## config.mk

```make
export PLATFORM = sky130hd
export DESIGN_NAME = div_arbiter_flat
export DESIGN_NICKNAME = d
export VERILOG_FILES = /design/src/rtl/div_arbiter_if.sv /design/src/rtl/div_arbiter.sv /design/src/flat_wrapper.sv
export SDC_FILE = /design/constraint.sdc
export NUM_CORES = 1
export LEC_CHECK = 0
export ABC_AREA = 1
export BUFFER_PORTS_ARGS = -buffer_cell sky130_fd_sc_hd__buf_2
export CORE_AREA = 3 3 78 80
export CTS_CLUSTER_SIZE = 10
export DETAILED_ROUTE_END_ITERATION = 16
export DIE_AREA = 0 0 81 83
export PLACE_DENSITY = 0.73
export SYNTH_ARGS = -nofsm -noshare
export SYNTH_HDL_FRONTEND = slang
export SYNTH_SLANG_ARGS = --single-unit
```

## constraint.sdc

```tcl
create_clock -name clk -period 1.9 [get_ports clk]
set_input_delay 0.095 -clock clk [delete_from_list [all_inputs] [get_ports clk]]
set_output_delay 0.095 -clock clk [all_outputs]
set_load 0.03 [all_outputs]
```

## src/rtl/div_arbiter_if.sv

```systemverilog
// -----------------------------------------------------------------------------
// div_arbiter_if
// Bundles every signal of div_arbiter other than clk/reset: the two requester
// handshakes, the shared response bus, the divider control/status pins and
// the completed-operation counter.
//
// Modports
//   slave  : arbiter view (takes requests and divider status, drives
//            ready/response/divider-control/op_count)
//   master : environment view (requesters plus divider), opposite directions
//
// Signals
//   req0_valid/req1_valid     requester N holds an operation pending
//   req0_a/req0_b/req1_a/req1_b  dividend/divisor of requester N
//   req0_ready/req1_ready     one-cycle accept pulse to requester N
//   rsp0_valid/rsp1_valid     one-cycle result pulse to requester N
//   rsp_q/rsp_r/rsp_dz        shared quotient/remainder/divide-by-zero flag
//   div_start                 one-cycle start pulse to the shared divider
//   div_a/div_b               operands held for the divider
//   div_busy/div_done/div_zero, div_q/div_r  divider status and results
//   op_count                  completed operations, wraps 255 -> 0
// -----------------------------------------------------------------------------
interface div_arbiter_if #(
    parameter int WIDTH = 8
);
    logic             req0_valid;
    logic             req1_valid;
    logic [WIDTH-1:0] req0_a;
    logic [WIDTH-1:0] req0_b;
    logic [WIDTH-1:0] req1_a;
    logic [WIDTH-1:0] req1_b;
    logic             req0_ready;
    logic             req1_ready;
    logic             rsp0_valid;
    logic             rsp1_valid;
    logic [WIDTH-1:0] rsp_q;
    logic [WIDTH-1:0] rsp_r;
    logic             rsp_dz;
    logic             div_start;
    logic [WIDTH-1:0] div_a;
    logic [WIDTH-1:0] div_b;
    logic             div_busy;
    logic             div_done;
    logic             div_zero;
    logic [WIDTH-1:0] div_q;
    logic [WIDTH-1:0] div_r;
    logic [7:0]       op_count;

    modport slave (
        input  req0_valid, req1_valid, req0_a, req0_b, req1_a, req1_b,
        input  div_busy, div_done, div_zero, div_q, div_r,
        output req0_ready, req1_ready, rsp0_valid, rsp1_valid,
        output rsp_q, rsp_r, rsp_dz, div_start, div_a, div_b, op_count
    );

    modport master (
        output req0_valid, req1_valid, req0_a, req0_b, req1_a, req1_b,
        output div_busy, div_done, div_zero, div_q, div_r,
        input  req0_ready, req1_ready, rsp0_valid, rsp1_valid,
        input  rsp_q, rsp_r, rsp_dz, div_start, div_a, div_b, op_count
    );
endinterface

```

## src/rtl/div_arbiter.sv

```systemverilog
// -----------------------------------------------------------------------------
// div_arbiter
// Shares one multi-cycle divider between two requesters. A round-robin pointer
// breaks ties; exactly one operation is in flight at a time
// (IDLE -> ISSUE -> WAIT -> RESP). Every output is a register.
//
// Ports
//   clk    : single clock, all state on the rising edge
//   reset  : asynchronous, active-low
//   bus    : div_arbiter_if.slave (requesters, responses, divider, op_count)
//
// Parameters
//   WIDTH  : operand/quotient/remainder width
//   ZQ_VAL : quotient returned on a bypassed divide-by-zero
//
// Optional feature
//   DIV_ZERO_BYPASS_EN : when defined, a zero divisor skips the divider and
//                        answers q=ZQ_VAL, r=dividend, dz=1 directly.
//                        When undefined, a zero divisor goes to the divider
//                        like any other operation.
// -----------------------------------------------------------------------------
module div_arbiter #(
    parameter int               WIDTH  = 8,
    parameter logic [WIDTH-1:0] ZQ_VAL = {WIDTH{1'b1}}
) (
    input logic          clk,
    input logic          reset,
    div_arbiter_if.slave bus
);

    typedef enum logic [1:0] {
        IDLE  = 2'd0,
        ISSUE = 2'd1,
        WAIT  = 2'd2,
        RESP  = 2'd3
    } state_t;

    state_t           r_state;
    logic             r_rr_ptr;
    logic             r_gnt_id;
    logic             r_req0_ready;
    logic             r_req1_ready;
    logic             r_rsp0_valid;
    logic             r_rsp1_valid;
    logic [WIDTH-1:0] r_rsp_q;
    logic [WIDTH-1:0] r_rsp_r;
    logic             r_rsp_dz;
    logic             r_div_start;
    logic [WIDTH-1:0] r_div_a;
    logic [WIDTH-1:0] r_div_b;
    logic [7:0]       r_op_count;

    logic             w_any_req;
    logic             w_gnt_id;

    // Grant selection: a lone requester wins outright, a tie goes to rr_ptr.
    // NOTE: every signal assigned in always_comb gets a default first so no
    // path leaves it unassigned and no latch is inferred.
    always_comb begin
        w_any_req = bus.req0_valid | bus.req1_valid;
        w_gnt_id  = 1'b0;
        if (bus.req0_valid && bus.req1_valid) begin
            w_gnt_id = r_rr_ptr;
        end else if (bus.req1_valid) begin
            w_gnt_id = 1'b1;
        end
    end

    // NOTE: sequential state uses non-blocking assignments only, so every
    // register samples the pre-edge values regardless of statement order.
    always_ff @(posedge clk or negedge reset) begin
        if (!reset) begin
            r_state      <= IDLE;
            r_rr_ptr     <= 1'b0;
            r_gnt_id     <= 1'b0;
            r_req0_ready <= 1'b0;
            r_req1_ready <= 1'b0;
            r_rsp0_valid <= 1'b0;
            r_rsp1_valid <= 1'b0;
            r_rsp_q      <= '0;
            r_rsp_r      <= '0;
            r_rsp_dz     <= 1'b0;
            r_div_start  <= 1'b0;
            r_div_a      <= '0;
            r_div_b      <= '0;
            r_op_count   <= 8'd0;
        end else begin
            // Pulse outputs default low; the state that owns them raises them
            // for exactly one cycle.
            r_req0_ready <= 1'b0;
            r_req1_ready <= 1'b0;
            r_rsp0_valid <= 1'b0;
            r_rsp1_valid <= 1'b0;
            r_div_start  <= 1'b0;

            case (r_state)
                IDLE: begin
                    if (w_any_req) begin
                        r_gnt_id     <= w_gnt_id;
                        // Pointer always moves to the loser, even uncontended.
                        r_rr_ptr     <= ~w_gnt_id;
                        r_req0_ready <= ~w_gnt_id;
                        r_req1_ready <= w_gnt_id;
                        r_div_a      <= w_gnt_id ? bus.req1_a : bus.req0_a;
                        r_div_b      <= w_gnt_id ? bus.req1_b : bus.req0_b;
                        r_state      <= ISSUE;
                    end
                end

                ISSUE: begin
`ifdef DIV_ZERO_BYPASS_EN
                    if (r_div_b == '0) begin
                        r_rsp_q  <= ZQ_VAL;
                        r_rsp_r  <= r_div_a;
                        r_rsp_dz <= 1'b1;
                        r_state  <= RESP;
                    end else if (!bus.div_busy) begin
                        r_div_start <= 1'b1;
                        r_state     <= WAIT;
                    end
`else
                    if (!bus.div_busy) begin
                        r_div_start <= 1'b1;
                        r_state     <= WAIT;
                    end
`endif
                end

                WAIT: begin
                    if (bus.div_done) begin
                        r_rsp_q  <= bus.div_q;
                        r_rsp_r  <= bus.div_r;
                        r_rsp_dz <= bus.div_zero;
                        r_state  <= RESP;
                    end
                end

                RESP: begin
                    r_rsp0_valid <= ~r_gnt_id;
                    r_rsp1_valid <= r_gnt_id;
                    r_op_count   <= r_op_count + 8'd1;
                    r_state      <= IDLE;
                end

                default: r_state <= IDLE;
            endcase
        end
    end

    assign bus.req0_ready = r_req0_ready;
    assign bus.req1_ready = r_req1_ready;
    assign bus.rsp0_valid = r_rsp0_valid;
    assign bus.rsp1_valid = r_rsp1_valid;
    assign bus.rsp_q      = r_rsp_q;
    assign bus.rsp_r      = r_rsp_r;
    assign bus.rsp_dz     = r_rsp_dz;
    assign bus.div_start  = r_div_start;
    assign bus.div_a      = r_div_a;
    assign bus.div_b      = r_div_b;
    assign bus.op_count   = r_op_count;

endmodule

```

## src/flat_wrapper.sv

```systemverilog
// flat-port wrapper written by rule: the top's interface ports become plain ports
module div_arbiter_flat 
#(
    parameter int               WIDTH  = 8,
    parameter logic [WIDTH-1:0] ZQ_VAL = {WIDTH{1'b1}}
)
  (clk, reset, bus_req0_valid, bus_req1_valid, bus_req0_a, bus_req0_b, bus_req1_a, bus_req1_b, bus_div_busy, bus_div_done, bus_div_zero, bus_div_q, bus_div_r, bus_req0_ready, bus_req1_ready, bus_rsp0_valid, bus_rsp1_valid, bus_rsp_q, bus_rsp_r, bus_rsp_dz, bus_div_start, bus_div_a, bus_div_b, bus_op_count);
  div_arbiter_if #(.WIDTH(WIDTH)) bus_i ();
  input logic clk;
  input logic reset;
  input wire logic [$bits(bus_i.req0_valid)-1:0] bus_req0_valid;
  input wire logic [$bits(bus_i.req1_valid)-1:0] bus_req1_valid;
  input wire logic [$bits(bus_i.req0_a)-1:0] bus_req0_a;
  input wire logic [$bits(bus_i.req0_b)-1:0] bus_req0_b;
  input wire logic [$bits(bus_i.req1_a)-1:0] bus_req1_a;
  input wire logic [$bits(bus_i.req1_b)-1:0] bus_req1_b;
  input wire logic [$bits(bus_i.div_busy)-1:0] bus_div_busy;
  input wire logic [$bits(bus_i.div_done)-1:0] bus_div_done;
  input wire logic [$bits(bus_i.div_zero)-1:0] bus_div_zero;
  input wire logic [$bits(bus_i.div_q)-1:0] bus_div_q;
  input wire logic [$bits(bus_i.div_r)-1:0] bus_div_r;
  output wire logic [$bits(bus_i.req0_ready)-1:0] bus_req0_ready;
  output wire logic [$bits(bus_i.req1_ready)-1:0] bus_req1_ready;
  output wire logic [$bits(bus_i.rsp0_valid)-1:0] bus_rsp0_valid;
  output wire logic [$bits(bus_i.rsp1_valid)-1:0] bus_rsp1_valid;
  output wire logic [$bits(bus_i.rsp_q)-1:0] bus_rsp_q;
  output wire logic [$bits(bus_i.rsp_r)-1:0] bus_rsp_r;
  output wire logic [$bits(bus_i.rsp_dz)-1:0] bus_rsp_dz;
  output wire logic [$bits(bus_i.div_start)-1:0] bus_div_start;
  output wire logic [$bits(bus_i.div_a)-1:0] bus_div_a;
  output wire logic [$bits(bus_i.div_b)-1:0] bus_div_b;
  output wire logic [$bits(bus_i.op_count)-1:0] bus_op_count;
  assign bus_i.req0_valid = bus_req0_valid;
  assign bus_i.req1_valid = bus_req1_valid;
  assign bus_i.req0_a = bus_req0_a;
  assign bus_i.req0_b = bus_req0_b;
  assign bus_i.req1_a = bus_req1_a;
  assign bus_i.req1_b = bus_req1_b;
  assign bus_i.div_busy = bus_div_busy;
  assign bus_i.div_done = bus_div_done;
  assign bus_i.div_zero = bus_div_zero;
  assign bus_i.div_q = bus_div_q;
  assign bus_i.div_r = bus_div_r;
  assign bus_req0_ready = bus_i.req0_ready;
  assign bus_req1_ready = bus_i.req1_ready;
  assign bus_rsp0_valid = bus_i.rsp0_valid;
  assign bus_rsp1_valid = bus_i.rsp1_valid;
  assign bus_rsp_q = bus_i.rsp_q;
  assign bus_rsp_r = bus_i.rsp_r;
  assign bus_rsp_dz = bus_i.rsp_dz;
  assign bus_div_start = bus_i.div_start;
  assign bus_div_a = bus_i.div_a;
  assign bus_div_b = bus_i.div_b;
  assign bus_op_count = bus_i.op_count;
  div_arbiter #(.WIDTH(WIDTH), .ZQ_VAL(ZQ_VAL)) u_core (.clk(clk), .reset(reset), .bus(bus_i));
endmodule
```

Word level (Yosys, flattened, before mapping)
Cells that the tools add are included.
Widths: inputs -> output; s select.

operators by class
  add/subtract/negate cells = 1
  equal/unequal tests = 6
  muxes and demuxes = 16
  bitwise logic cells = 3
  reduce and logical (&&, ||, !) cells = 5

operator list
  cell                 number
  $mux 8               2
  $mux 1               10
  $add 8x1->8 const B  1
  $pmux 2 s4           1
  $mux 2               3
  $eq 2x2->1 const B   2
  $ne 2x2->1 const B   2
  $reduce_and 2->1     2
  $reduce_and 3->1     1
  $eq 2x1->1 const B   1
  $logic_not 2->1      1
  $ne 2x1->1 const B   1
  $not 1->1            2
  $logic_and 1x1->1    1
  $or 1x1->1           1

storage, ports and cells
  flip-flop bits (word level) = 50
  logic and storage cells = 45

Longest topological paths before layout
Gate-level depths: netlist of the first run.

  depth in word-level cells = 5
  mapped depth = 9

Worst setup path before layout of the first run
No wires, ideal clock.

  path type = reg2reg
  start = register u_core.r_op_count[0], in the netlist u_core.bus.op_count[0]
  end = register u_core.r_op_count[2], in the netlist u_core.bus.op_count[2]
  setup time = 0.063 ns
  arrival time = 1.251 ns
  data required time = 1.837 ns
  path slack = 0.586 ns
  stages on the path, launching flop included = 6
  buffers on the path = 0
  path through = dfrtp_1 ha_1 nand3_1 inv_1 or2_2 inv_1

on the way
  cells in the longest elaborated chain, start to end = 1

ends and longest elaborated chain
  what                    RTL line            text
  from (decl)             div_arbiter.sv:51   logic [7:0] r_op_count;
  from (signal assigned)  div_arbiter.sv:141  r_op_count <= r_op_count + 8'd1;
  $add 8x1->8             div_arbiter.sv:141

No other way between the ends.
A chain may end at the register's enable or synchronous reset.

Worst setup path after layout of the first run
  start = register u_core.r_state[0]
  end = register u_core.r_div_a[2], in the netlist u_core.bus.div_a[2]

on the way
  cells in the longest elaborated chain, start to end = 2

ends and longest elaborated chain
  what                               RTL line            text
  from (decl)                        div_arbiter.sv:38   state_t r_state;
  from (signal assigned)             div_arbiter.sv:73   r_state <= IDLE;
  from (signal assigned)             div_arbiter.sv:106  r_state <= ISSUE;
  from (signal assigned)             div_arbiter.sv:124  r_state <= WAIT;
  $logic_not 2->1                    div_arbiter.sv:96   case (r_state)
  $reduce_and 2->1 (no source line)  -
  to (signal assigned)               div_arbiter.sv:104  r_div_a <= w_gnt_id ? bus.req1_a : bus.req0_a;
  to (decl)                          div_arbiter.sv:49   logic [WIDTH-1:0] r_div_a;

No other way between the ends.

==> flow_metrics.py, run 1 <==
metrics = {
    "timing": {
        "tightest_slew_ns": 0.6163,
        "setup_ws_ns": 0.3408,
        "fmax_ghz": 0.6414,
        "fin_crit_sh_pct": 82.06,
        "holdWs_ns": 0.02195,
        "slew_headroom_pct": 58.91,
        "setup_viol": 0,
        "finClkSkew_ns": 0.005383,
        "finalSetupTns_ns": 0,
        "slew_violations": 0,
        "hold_violations": 0,
        "min_period_ns": 1.559,
        "rsz0062_at_grt": "no",
    },
    "placement": {
        "place_ws_ns": 0.3527,
        "gp_congestion": 0.8004,
        "dp_hpwl_um": 3928,
        "numPortBuffers": 100,
    },
    "global_routing": {
        "grt_max_degree": 51,
        "overflow": 0,
        "antenna_found_initial": 0,
        "track_usage_pct": 16.76,
        "grt_pass1_wl_um": 9032,
        "grt_pass1_vias": 1970,
    },
    "pwr": {
        "vdd.ir_drop.worst_mv": 0.5798,
        "leakagePower_nw": 1.896,
        "total_power_mw": 4.932,
        "powerDensity_nw_per_um2": 1610,
    },
    "logic_synthesis": {
        "yosys-top-cells-area": "dfrtp_1, nand2_1, nand3_1",
        "synth_ff_type": "dfrtp_1",
        "ys_types": 22,
        "seq_area_frac_synth_pct": 51.63,
        "synth_area_per_cell_um2": 8.025,
        "syn_area_um2": 2424,
        "yosysTopAreaCellShare_pct": 51.63,
        "synth_edf_count": 0,
        "yosys.area.top_type": "dfrtp_1",
        "async_reset_ff_share_pct": 100.0,
        "ys_ff_latch": 50,
        "ys_warn_count": 0,
        "synthCells": 302,
        "syn-num-nets": 362,
    },
    "drt": {
        "dr.pass1.iters": 4,
        "avgRoutedWirePerCell_um": 11.52,
        "drt-initial-drc-count": 110,
        "routed_via_density": 4.522,
        "drt_wl_total_um": 5473,
        "ant_nets": 0,
        "drcViolationCount": 0,
        "num_vias": 2148,
    },
    "setup_path": {
        "worstSetupPathType": "flop to flop",
        "crit_arrival_ns": 1.76,
        "crit_required_ns": 2.10,
        "cp_max_fo": 16,
        "endpoint_kind": "flop",
        "worstSetupStartpointType": "flop",
    },
    "cts": {
        "cts_max_path_buffers": 2,
        "clk_latency_ns": 0.30,
        "cts_made_buffers": 5,
        "cts_tree": "built",
        "post_cts_resized": 0,
        "cts.sinks": 50,
        "post_cts_buffers": 0,
        "h-tree-depth": 2,
        "clk_pin_slew_worst_paths_ns": 0.09,
        "root_buffer": "clkbuf_8",
    },
    "floorplanning": {
        "die_w_um": 81,
        "coreArea_um2": 5473,
        "rows": 27,
        "dieArea_um2": 6723,
        "start_util_pct": 44.28,
        "num_io_pins": 101,
        "die_h_um": 83,
    },
    "final_layout": {
        "area_delta_synth_final_pct": 26.43,
        "antenna_cells": 0,
        "final_nets": 462,
        "nFillCells": 544,
        "multiInputGateArea_um2": 897.1,
        "drive_above_1_share_pct": 30.02,
        "ff_latch_area_um2": 1251,
    },
    "status": {
        "outcome": "finished, final reports clean",
    },
    "min_path": {
        "min_path_type": "primary input to flop",
    },
    "flow_run": {
        "max-cap-violations": 0,
    },
}
[layout by cell type, fill, tap and decap left out, types with 4 or more instances in the layout]
master	netlist	routed
nand2_1	105	105
nor2_1	13	13
dfrtp_1	50	50
clkbuf_8	0	6
nand3_1	53	53
buf_2	6	100
ha_1	5	5
inv_1	47	47
buf_4	2	4
[cell type report]
cell class / instances / share of cell area (%)
inverter: 48 / 5.880
tap: 72 / 2.940
clock inverter: 2 / 0.4083
sequential: 50 / 40.83
clock buffer: 6 / 2.695
timing repair buffer: 106 / 17.97
multi-input combinational: 191 / 29.28
[layer usage]
layer  global-route usage (%)  wire length [µm]
met1                    22.39              2421
met2                    26.96              2636
met3                    3.688               336
met4                    5.069                79
met5                        0                 0
[state kept, by name (all words and copies together), names as in the netlist]
signal and count:
u_core.bus.div_a 8, u_core.bus.rsp1_valid 1, u_core.bus.rsp0_valid 1, u_core.bus.rsp_r 8, u_core.bus.req1_ready 1, u_core.bus.rsp_q 8
u_core.bus.div_start 1, u_core.bus.req0_ready 1, u_core.r_rr_ptr 1, u_core.r_state 2, u_core.bus.op_count 8, u_core.bus.div_b 8
u_core.r_gnt_id 1, u_core.bus.rsp_dz 1
[cell families after synthesis]
family | count (synthesis) | share of synthesized area [%]
and+or+nand+nor | 181 | 32.94
buffers and inverters | 61 | 11.36
DFF | 50 | 51.63
adders and majority gates | 5 | 2.581
xor gates and xnor gates | 3 | 1.084
AOI/OAI and AO/OA | 2 | 0.4126
[path summary, 6_finish.rpt]
kind | startpoint | to | slack [ns] | cells after the start
max | u_core.r_state[0] | u_core.bus.div_a[2] | 0.34 | 7
min | bus_div_q[6] | u_core.bus.rsp_q[6] | 0.02 | 3
max reg2reg | u_core.r_state[0] | u_core.bus.div_a[2] | 0.34 | 7
min reg2reg | u_core.bus.rsp_q[6] | u_core.bus.rsp_q[6] | 0.47 | 2
max in group asynchronous | reset | u_core.bus.div_a[6] | 1.06 | 3
min in group asynchronous | reset | u_core.bus.rsp_q[6] | 0.43 | 3
[critical path, stage by stage (launching register included)]
cell,delay [ns]
dfrtp_1,0.43
inv_1,0.10
ha_1,0.17
inv_1,0.08
nor2_4,0.31
inv_2,0.21
nand2_1,0.10
nand2_1,0.05
[power breakdown]
part	switching, mW	leakage (nW)	internal, mW
Clock	0.344	0.0472	0.293
Sequential	0.294	0.626	1.53
Combinational	1.74	1.22	0.729
Total	2.38	1.90	2.55
[per-stage QoR]
| stage | cell area (µm²) | std cells | utilization (%) |
|---|---|---|---|
| 3_5_place_dp | 2949 | 465 | 53.89 |
| 6_report | 3064 | 475 | 55.99 |
| 3_3_place_gp | 2949 | 465 | 53.89 |
| 4_1_cts | 3064 | 475 | 55.99 |
| 5_1_grt | 3064 | 475 | 55.99 |
| 2_1_floorplan | 2424 | 302 | - |
[what timing repair did]
action,CTS,global route
hold buffers,2,0
endpoints found under the setup margin,0,0
endpoints found under the hold margin,51,0
[Yosys cell counts (2+ instances only)]
cell      instances
buf_2             6
buf_4             2
buf_6             2
clkbuf_1          2
dfrtp_1          50
ha_1              5
inv_1            47
nand2_1         105
nand3_1          53
nand3_2           3
nor2_1           13
nor2_4            2
xor2_1            3
Power figures use the tool's default switching activity.
==> run 2, diff against run 1 <==
- ABC_AREA: 1 -> 0
- CORE_AREA: 3 3 78 80 -> 3 3 77 79
- DIE_AREA: 0 0 81 83 -> 0 0 80 82
- PLACE_DENSITY: 0.73 -> 0.72
- clock period: 1.9 -> 1.4 ns (I/O delays scaled with it)
==> flow_metrics.py, run 2 <==
metrics = {
    "setup_path": {
        "crit_start": "u_core.r_state[0]",
        "endpoint_kind": "flop",
        "rr_startpoint": "u_core.r_state[0]",
        "worstSetupStartpointType": "flop",
        "worst_r2r_path_depth": 5,
        "crit_required_ns": 1.58,
        "cp_max_fo": 3,
        "rrSetupSlack_ns": -0.13,
        "r2r-end": "u_core.r_state[1]",
        "crit_path_end": "u_core.r_state[1]",
        "worstSetupPathType": "flop to flop",
        "crit_arrival_ns": 1.71,
    },
    "timing": {
        "min_period_ns": 1.529,
        "finClkSkew_ns": 0.005017,
        "setup_viol": 35,
        "slew_headroom_pct": 66.63,
        "tightest_slew_ns": 0.4987,
        "fmax_ghz": 0.6539,
        "fin_crit_sh_pct": 109.2,
        "holdWs_ns": 0.01258,
        "rsz0062_at_grt": "yes",
        "setup_ws_ns": -0.1294,
        "hold_violations": 0,
        "slew_violations": 0,
    },
    "pwr": {
        "powerDensity_nw_per_um2": 2433,
        "pwr-share-clk_pct": 12.5,
        "p_int_mw": 4.495,
        "p_sw_share_pct": 43.18,
        "p_seq_share_pct": 32.4,
        "leakagePower_nw": 1.646,
        "power_frac_comb_pct": 55.0,
        "total_power_mw": 7.911,
        "p_sw_mw": 3.416,
        "vdd.ir_drop.worst_mv": 1.022,
    },
    "global_routing": {
        "track_usage_pct": 16.87,
        "grt_pass1_wl_um": 8604,
        "overflow": 0,
        "antenna_found_initial": 0,
        "grt_pass1_vias": 1781,
        "grt_max_degree": 51,
    },
    "drt": {
        "drt-initial-drc-count": 64,
        "ant_nets": 0,
        "avgRoutedWirePerCell_um": 15.12,
        "drcViolationCount": 0,
        "num_vias": 1948,
        "drt_wl_total_um": 5852,
        "routed_via_density": 5.034,
        "dr.pass1.iters": 4,
    },
    "floorplanning": {
        "die_w_um": 80,
        "start_util_pct": 39.61,
        "dieArea_um2": 6560,
        "num_io_pins": 101,
        "rows": 27,
        "die_h_um": 82,
        "coreArea_um2": 5405,
    },
    "final_layout": {
        "drive_above_1_share_pct": 49.52,
        "final_cell_mix": "buf_2, dfrtp_1, nor2_1",
        "antenna_cells": 0,
        "final_core_util_pct": 60.16,
        "finalNonFillerCells": 387,
        "area_delta_synth_final_pct": 51.90,
        "mostFrequentLayoutCell": "buf_2",
        "final_nets": 374,
    },
    "cts": {
        "h-tree-depth": 2,
        "cts_made_buffers": 5,
        "cts_max_path_buffers": 2,
        "cts_tree": "built",
        "clk_pin_slew_worst_paths_ns": 0.09,
        "clk_latency_ns": 0.30,
        "root_buffer": "clkbuf_8",
        "cts.sinks": 50,
    },
    "placement": {
        "numPortBuffers": 100,
        "place_inst": 363,
        "gp_congestion": 0.7380,
        "dp_hpwl_um": 3787,
        "place_ws_ns": -0.2325,
    },
    "logic_synthesis": {
        "yosysMostFrequentCell": "dfrtp_1",
        "yosys.area.top_type": "dfrtp_1",
        "yosys-top-cells-area": "dfrtp_1, mux2_2, a31oi_1",
        "synth_area_per_cell_um2": 11.51,
        "synth_commonest_cells": "dfrtp_1, nor2_1, a21oi_1, mux2_2, a31oi_1",
        "ys_warn_count": 0,
        "synthCells": 186,
        "seq_area_frac_synth_pct": 58.45,
        "ys_types": 29,
        "async_reset_ff_share_pct": 100.0,
        "syn_area_um2": 2141,
        "synth_ff_type": "dfrtp_1",
        "synth_edf_count": 0,
        "syn-num-nets": 246,
        "ys_ff_latch": 50,
        "yosysTopAreaCellShare_pct": 58.45,
    },
    "min_path": {
        "min_path_type": "primary input to flop",
    },
    "flow_run": {
        "max-cap-violations": 0,
    },
    "status": {
        "violations": "setup timing",
        "outcome": "complete, but fails checks",
    },
}
-- run 2: per-stage QoR --
stage | setup TNS, ns | cell area, µm²
after floorplan | -0.07121 | 2161
after global placement | -0.1177 | 2843
after detailed placement | -1.353 | 2843
after CTS | -1.173 | 3110
after global routing | -3.731 | 3252
final | -1.449 | 3252
-- run 2: per-layer routing --
metal  vias to the layer above  track usage (%)  share of wire (%)
met3                         9            4.276                7.8
met2                        92            28.89                 50
li1                        913                -                  -
met5                         -                0                  0
met4                         0            4.054               0.92
met1                       934            21.45                 41
-- run 2: how the worst min path moves through the flow --
stage,to,cells past startpoint,startpoint
floorplan,u_core.bus.div_a[0],0,reset
global placement,u_core.bus.op_count[3],2,reset
detailed placement,u_core.bus.op_count[5],2,reset
CTS,u_core.bus.div_a[6],3,bus_req0_a[6]
global route,u_core.bus.rsp_r[4],2,bus_div_r[4]
finish,u_core.bus.div_b[6],3,bus_req0_b[6]
-- run 2: worst max-delay path: stages (launching register included) --
cell,delay (ns)
dfrtp_1,0.40
inv_2,0.07
ha_4,0.16
a222oi_1,0.31
buf_4,0.18
mux2_4,0.29
-- run 2: power by group through the flow --
stage	clock [mW]	sequential, mW	combinational [mW]
2_1_floorplan	0	3.74	1.32
3_3_place_gp	0	2.53	3.69
3_5_place_dp	0	2.55	3.80
4_1_cts	1.03	2.54	4.20
5_1_grt	1.09	2.65	4.67
6_report	0.992	2.57	4.35
-- run 2: final cells by class --
class                           count  area, µm²
Clock buffer                        7      76.32
Clock inverter                      1      30.03
Fill cell                         456       2153
Inverter                            4      15.01
Multi-Input combinational cell    122      948.4
Sequential cell                    50       1251
Tap cell                           72      90.09
Timing Repair Buffer              131      840.8
-- run 2: what timing repair did --
item | CTS | global route
gates resized for setup | 21 | 8
endpoints found under the setup margin | 35 | 37
endpoints found under the hold margin | 53 | 6
hold buffers | 4 | 6
cloned | 1 | 1
buffers inserted | 2 | 2
pin swaps | 1 | 3
-- run 2: cells by family (layout without fill, tap and decap cells) --
kind of cell | Yosys count | after routing | share of synthesized area (%)
XOR/XNOR | 7 | 7 | 2.864
AO/OA/AOI/OAI | 56 | 56 | 14.90
AND/OR/NAND/NOR | 35 | 35 | 7.540
flip-flops | 50 | 50 | 58.45
adder cells (fa/ha/maj) | 5 | 5 | 2.922
multiplexers | 19 | 19 | 9.994
buffers and inverters | 14 | 143 | 3.331
